File: config.mk
export PLATFORM = sky130hd
export DESIGN_NAME = pipelined_div_reconstructor
export DESIGN_NICKNAME = d
export VERILOG_FILES = /design/src/rtl/pipelined_div_reconstructor.sv
export SDC_FILE = /design/constraint.sdc
export NUM_CORES = 1
export LEC_CHECK = 0
export BUFFER_PORTS_ARGS = -buffer_cell sky130_fd_sc_hd__buf_2
export CAP_MARGIN = 5
export CORE_ASPECT_RATIO = 0.7
export CORE_MARGIN = 2
export CORE_UTILIZATION = 54
export CTS_CLUSTER_SIZE = 16
export DETAILED_ROUTE_END_ITERATION = 10
export GPL_ROUTABILITY_DRIVEN = 0
export PLACE_DENSITY = 0.78
export SETUP_SLACK_MARGIN = 0.15
export SYNTH_ARGS = -nofsm -noshare
export SYNTH_HDL_FRONTEND = slang
export SYNTH_SLANG_ARGS = --single-unit
export TNS_END_PERCENT = 30
File: constraint.sdc
create_clock -name clock -period 2.1 [get_ports clock]
set_input_delay 0.105 -clock clock [delete_from_list [all_inputs] [get_ports clock]]
set_output_delay 0.105 -clock clock [all_outputs]
set_load 0.01 [all_outputs]
File: src/rtl/pipelined_div_reconstructor.sv
`default_nettype none
// ============================================================================
// Module   : pipelined_div_reconstructor
// Function : Rebuilds dividend = quotient*divisor + remainder through a
//            DIVIDEND-stage shift-add pipeline with valid/ready flow control,
//            flagging inconsistent triples and counting them (saturating).
// Revision : 1.0
// ============================================================================
module pipelined_div_reconstructor #(
    parameter int DIVIDEND = 3,
    parameter int DIVISOR  = 2,
    parameter int CNT_W    = 8
) (
    input  logic                         clock,
    input  logic                         reset_n,
    input  logic                         in_valid,
    output logic                         in_ready,
    input  logic [DIVIDEND-1:0]          quotient,
    input  logic [DIVISOR-1:0]           divisor,
    input  logic [DIVISOR-1:0]           remainder,
    output logic                         out_valid,
    input  logic                         out_ready,
    output logic [DIVIDEND-1:0]          dividend,
    output logic [DIVIDEND+DIVISOR-1:0]  product_full,
    output logic                         overflow,
    output logic                         rem_err,
    output logic [CNT_W-1:0]             err_count
);

    localparam int c_width = DIVIDEND + DIVISOR;

    logic                r_valid [1:DIVIDEND];
    logic [c_width-1:0]  r_acc   [1:DIVIDEND];
    logic [DIVIDEND-1:0] r_q     [1:DIVIDEND];
    logic [DIVISOR-1:0]  r_d     [1:DIVIDEND];
    logic                r_rerr  [1:DIVIDEND];
    logic                r_ovf;
    logic [CNT_W-1:0]    r_err_count;

    logic                w_advance;
    logic [c_width-1:0]  w_acc_next [1:DIVIDEND];
    logic                w_ovf_next;
    logic                w_rerr_in;

    assign w_advance = !r_valid[DIVIDEND] || out_ready;
    assign in_ready  = w_advance;
    assign w_rerr_in = (remainder >= divisor);

    // Stage k adds divisor<<(k-1) when quotient bit k-1 is set.
    always_comb begin
        for (int k = 1; k <= DIVIDEND; k++) begin
            w_acc_next[k] = '0;
        end
        w_acc_next[1] = c_width'(remainder)
                      + (quotient[0] ? c_width'(divisor) : c_width'(0));
        for (int k = 2; k <= DIVIDEND; k++) begin
            w_acc_next[k] = r_acc[k-1]
                          + (r_q[k-1][k-1] ? (c_width'(r_d[k-1]) << (k-1))
                                           : c_width'(0));
        end
        w_ovf_next = |w_acc_next[DIVIDEND][c_width-1:DIVIDEND];
    end

    always_ff @(posedge clock) begin
        if (!reset_n) begin
            for (int k = 1; k <= DIVIDEND; k++) begin
                r_valid[k] <= 1'b0;
                r_acc[k]   <= '0;
                r_q[k]     <= '0;
                r_d[k]     <= '0;
                r_rerr[k]  <= 1'b0;
            end
            r_ovf <= 1'b0;
        end else if (w_advance) begin
            r_valid[1] <= in_valid;
            r_acc[1]   <= w_acc_next[1];
            r_q[1]     <= quotient;
            r_d[1]     <= divisor;
            r_rerr[1]  <= w_rerr_in;
            for (int k = 2; k <= DIVIDEND; k++) begin
                r_valid[k] <= r_valid[k-1];
                r_acc[k]   <= w_acc_next[k];
                r_q[k]     <= r_q[k-1];
                r_d[k]     <= r_d[k-1];
                r_rerr[k]  <= r_rerr[k-1];
            end
            // Overflow is registered alongside the final stage.
            r_ovf <= w_ovf_next;
        end
    end

    always_ff @(posedge clock) begin
        if (!reset_n) begin
            r_err_count <= '0;
        end else if (r_valid[DIVIDEND] && out_ready && (r_ovf || r_rerr[DIVIDEND])
                     && (r_err_count != {CNT_W{1'b1}})) begin
            r_err_count <= r_err_count + 1'b1;
        end
    end

    assign out_valid    = r_valid[DIVIDEND];
    assign product_full = r_acc[DIVIDEND];
    assign dividend     = r_acc[DIVIDEND][DIVIDEND-1:0];
    assign overflow     = r_ovf;
    assign rem_err      = r_rerr[DIVIDEND];
    assign err_count    = r_err_count;

endmodule
`default_nettype wire

* Yosys cells after proc, flatten, opt, wreduce, memory -nomap -nowiden *
Memories as Yosys holds them, arrays and structs flattened.
Index checks and enable logic that the tools add are counted.

word-level totals
  memories = 5
  register bits after elaboration = 9
  logic and storage cells = 57
  output and inout bits = 20
  bits in writable memories = 36

cells by class
  reduce and logical (&&, ||, !) cells = 7
  multiplexer cells = 22
  equality and inequality tests = 1
  order comparisons = 1
  add/sub/neg operators = 4
  bitwise operators = 15

memories
  name     depth  width  rd ports  clocked after memory_dff  wr ports  line  source
  r_acc    3      5      3         0                         3         33    logic [c_width-1:0] r_acc [1:DIVIDEND];
  r_q      3      3      2         0                         3         34    logic [DIVIDEND-1:0] r_q [1:DIVIDEND];
  r_d      3      2      2         0                         3         35    logic [DIVISOR-1:0] r_d [1:DIVIDEND];
  r_rerr   3      1      3         0                         3         36    logic r_rerr [1:DIVIDEND];
  r_valid  3      1      3         0                         3         32    logic r_valid [1:DIVIDEND];

operators with widths
  kind                                          number
  two-way mux 5 bit                             3
  OR 1 bit                                      15
  two-way mux 3 bit                             4
  two-way mux 1 bit                             10
  adder 8 x 1 -> 8 bit, second input constant   1
  two-way mux 2 bit                             4
  inequality test 8 bit, second input constant  1
  adder 5 x 3 -> 5 bit                          1
  adder 5 x 4 -> 5 bit                          1
  two-way mux 4 bit                             1
  adder 2 x 2 -> 3 bit                          1
  logical AND 1 bit                             3
  >= comparator 2 bit                           1
  logical OR 1 bit                              2
  OR reduction 2 bit                            1
  logical NOT 1 bit                             1

* Logic depth before layout (Yosys ltp) *
An unclocked memory read counts as a cell.

  depth in word-level cells = 7
  mapped depth = 5
  mapped depth without buffers = 5

* Worst setup path before layout *
OpenSTA, ideal clock, no wires.

  path kind = flip-flop to flip-flop
  start point = register, netlist name r_valid[0][3]
  end point = register, netlist name r_acc[0][10]
  stages on the path, launching flop included = 5
  required time = 1717 ps
  setup slack = 7 ps
  clock period less this slack = 2093 ps
  path buffers = 2
  data arrival time = 1710 ps
  cells stage by stage = edfxtp_1 -> nand2b_1 -> clkbuf_1 -> clkbuf_1 -> or2_1

* Final worst setup path *
  start point = register r_err_count[0] (netlist: err_count[0])
  end point = register r_err_count[4] (netlist: err_count[4])

between the ends
  longest elaborated chain between the ends = 2
  elaborated cells on any way between the ends = 3

ends and longest elaborated chain
  element                                                       line  source
  from (decl)                                                   38    logic [CNT_W-1:0] r_err_count;
  from (signal assigned)                                        97    r_err_count <= r_err_count + 1'b1;
  branches (longest 2 deep; another with adder 8 x 1 -> 8 bit)  --

Several ways; the timed one is not identified.
A chain may end at the register's enable or synchronous reset.

==> results.txt <==
Status -> finished, final reports clean
R2r startpoint -> err_count[0]
EDFF count, synth -> 25
Clock skew -> 3.60 ps
Chip Width -> 69.7 µm
Clk Latency, worst-skew pair -> 280 ps
R2r setup slk -> 450 ps
Hold Path End -> r_q[1][1]
Max-slew violations -> 0
Drt pass-1 iters -> 4
Final setup vio count -> 0
Minimum clock period -> 1650 ps
Vias -> 1041
First-pass GRT wire length -> 4640 µm
Slew headroom -> 61.8%
Crit share post-route -> 78.7%
Async S/R FF share, synth -> 0%
Min-Delay Path Class -> primary input to flop
Uppermost layer routed -> met4
Reg2Reg Depth -> 5
Wire per inst -> 13.6 µm
Post-DR vias/cell -> 5.34
Power share of the clock group -> 39.4%
Root Driver -> clkbuf_8
Post-Syn Area -> 0.00163 mm²
Main synth FF type -> edfxtp_1
Metal2 WL -> 1230 µm
Die ar. -> 0.00348 mm²
Congestion Overflow GR -> 0
Crit path DAT -> 1890 ps
#FFs+latches synth -> 34
Syn nets -> 153
# nets final -> 178
GRT Total Usage -> 17.6%
Worst-Margin Slew -> 572 ps
PwrDens -> 754 mW/mm²
Sequential share of the synthesized area -> 57.1%
Synthesized area per cell -> 12.3 µm²
Layout area overhead -> 14.3%
Setup Fix Bufs, Post-CTS -> 0
CTS max path bufs -> 2
Worst path required time -> 2330 ps
Setup repair after global routing missed its margin -> no
Synth top area share -> 46.0%
WHS Path Cells -> 2
CP Class -> flop to flop
Lkg Pwr -> 0.000926 µW
Initial antenna violation count -> 0
Core area -> 0.00284 mm²
Worst setup EP type -> flop
Hold Fails Final Rpt -> 0
Worst R2R End -> err_count[4]
Clk slew on worst S/H paths -> 70 ps
Met3 Wirelength -> 144 µm
H-tree levels -> 2
Layout cells sized above 1 -> 29.6%
Internal cell power -> 1130 µW
Post-synth top cells -> edfxtp_1, and3_1, dfxtp_1, nor2_1, buf_4
NetSw -> 280 µW
Drt drc -> 0
DR iter-0 viols -> 65
Count of different cell masters after synthesis -> 34
Filler instances -> 246
Detail Route Antenna Nets -> 0
Top-count cell post-synth -> edfxtp_1
Area contributors post-synth -> edfxtp_1, dfxtp_1, and3_1
Seq pwr share -> 54.6%
Number of CTS-inserted buffers -> 5
ANT cells -> 0
Vias in the first global route -> 1001
# port buffers -> 30
Final design utilization -> 65.5%
Wire length on met1 -> 1240 µm
Leading area contributor after synthesis -> edfxtp_1
Largest net degree at the start of global routing -> 28
Hold Startpoint -> quotient[1]
Maximum VDD drop -> 0.577 mV
Critical Path Fanout Max -> 5
Max Freq -> 605 MHz
Die height -> 50.0 µm
Ys Warns -> 0
Core Rows -> 16
CP startpoint kind -> flop
Hold-fix buffers, CTS -> 0
Number of I/O pins -> 31
Gate Count Post-Synth -> 133
Total of max-cap violations -> 0
Comb power frac -> 6.0%
Switch share -> 19.9%
Post_cts resized -> 0
Post-DP HPWL -> 1870 µm
Initial Utilization -> 57.4%
CTS tree -> yes
Setup TNS -> 0 ps
Worst hold slack -> 129 ps
Detailed Route WL -> 2660 µm
Clock Sinks -> 34
==> worst max path at each step <==
stage	end	slack (ps)	start
2_1_floorplan	r_acc[0][10]	240	r_valid[0][3]
3_3_place_gp	err_count[4]	540	err_count[0]
3_5_place_dp	err_count[4]	450	err_count[0]
4_1_cts	err_count[4]	430	err_count[0]
5_1_grt	err_count[4]	380	err_count[0]
6_report	err_count[4]	450	err_count[0]
==> registers in the layout, indices dropped and copies added, names as in the netlist <==
name,count
r_rerr,3
r_valid,3
overflow,1
r_acc,12
r_d,4
err_count,8
r_q,3
==> layout make-up <==
type / instances / area, µm² / share of cell area [%]
clock buffer: 8 / 110 / 5.91
inverter: 5 / 20.0 / 1.07
tap: 36 / 45.0 / 2.42
sequential: 34 / 931 / 50.0
timing repair buffer: 32 / 165 / 8.86
multi-input combinational: 80 / 592 / 31.8
==> power groups by stage <==
stage	registers [µW]	logic [µW]	clock network, µW
floorplan	780	62.5	0
global placement	780	83.3	0
detailed placement	782	85.9	0
CTS	767	86.1	564
global route	770	96.8	600
finish	767	84.8	553
==> layer usage <==
metal	track usage, %	vias to the layer above
met5	0	-
met1	22.1	486
met4	5.77	0
li1	-	521
met3	7.36	7
met2	27.9	27
==> logic make-up after synthesis <==
group	Yosys count	synth area share, %
flops	34	57.1
mux	1	0.614
simple gates	56	20.0
fa+ha+maj	9	8.29
buf+inv	19	6.60
compound gates	12	6.37
xor+xnor	2	1.07
==> placed cells by master (no fill, tap or decap) <==
master / Yosys / routed
a211oi_1: 2 / 2
a211oi_2: 1 / 1
a21o_1: 2 / 2
a21o_4: 1 / 1
a21oi_1: 2 / 2
and2_1: 7 / 7
and3_1: 24 / 24
and3_4: 1 / 1
and4_4: 1 / 1
buf_2: 0 / 30
buf_4: 8 / 2
clkbuf_8: 0 / 8
clkinv_2: 1 / 1
dfxtp_1: 9 / 9
edfxtp_1: 25 / 25
fa_1: 3 / 3
ha_1: 6 / 6
inv_1: 4 / 4
mux2i_1: 1 / 1
nand2_1: 3 / 3
nand2b_1: 2 / 2
nand3_1: 4 / 4
nand4_1: 1 / 1
nor2_1: 9 / 9
nor3_1: 1 / 1
nor4_1: 1 / 1
o211ai_1: 2 / 2
o211ai_2: 1 / 1
o41ai_1: 1 / 1
or2_2: 0 / 1
or4_1: 1 / 1
xnor2_1: 1 / 1
xor2_1: 1 / 1
==> worst max-delay path, stage by stage, from the launching register on <==
cell and delay, ps:
dfxtp_1 360, ha_1 270, and3_4 210, a21o_4 230, or4_1 460, nand2_1 80
==> metrics by stage <==
stage	area [µm²]	setup slack, ps	total power, µW	cells
3_3_place_gp	1750	545	863	187
6_report	1860	446	1400	195
5_1_grt	1860	378	1470	195
3_5_place_dp	1750	447	868	187
4_1_cts	1860	432	1420	195
2_1_floorplan	1630	241	842	133
(Power assumes the default switching activity.)
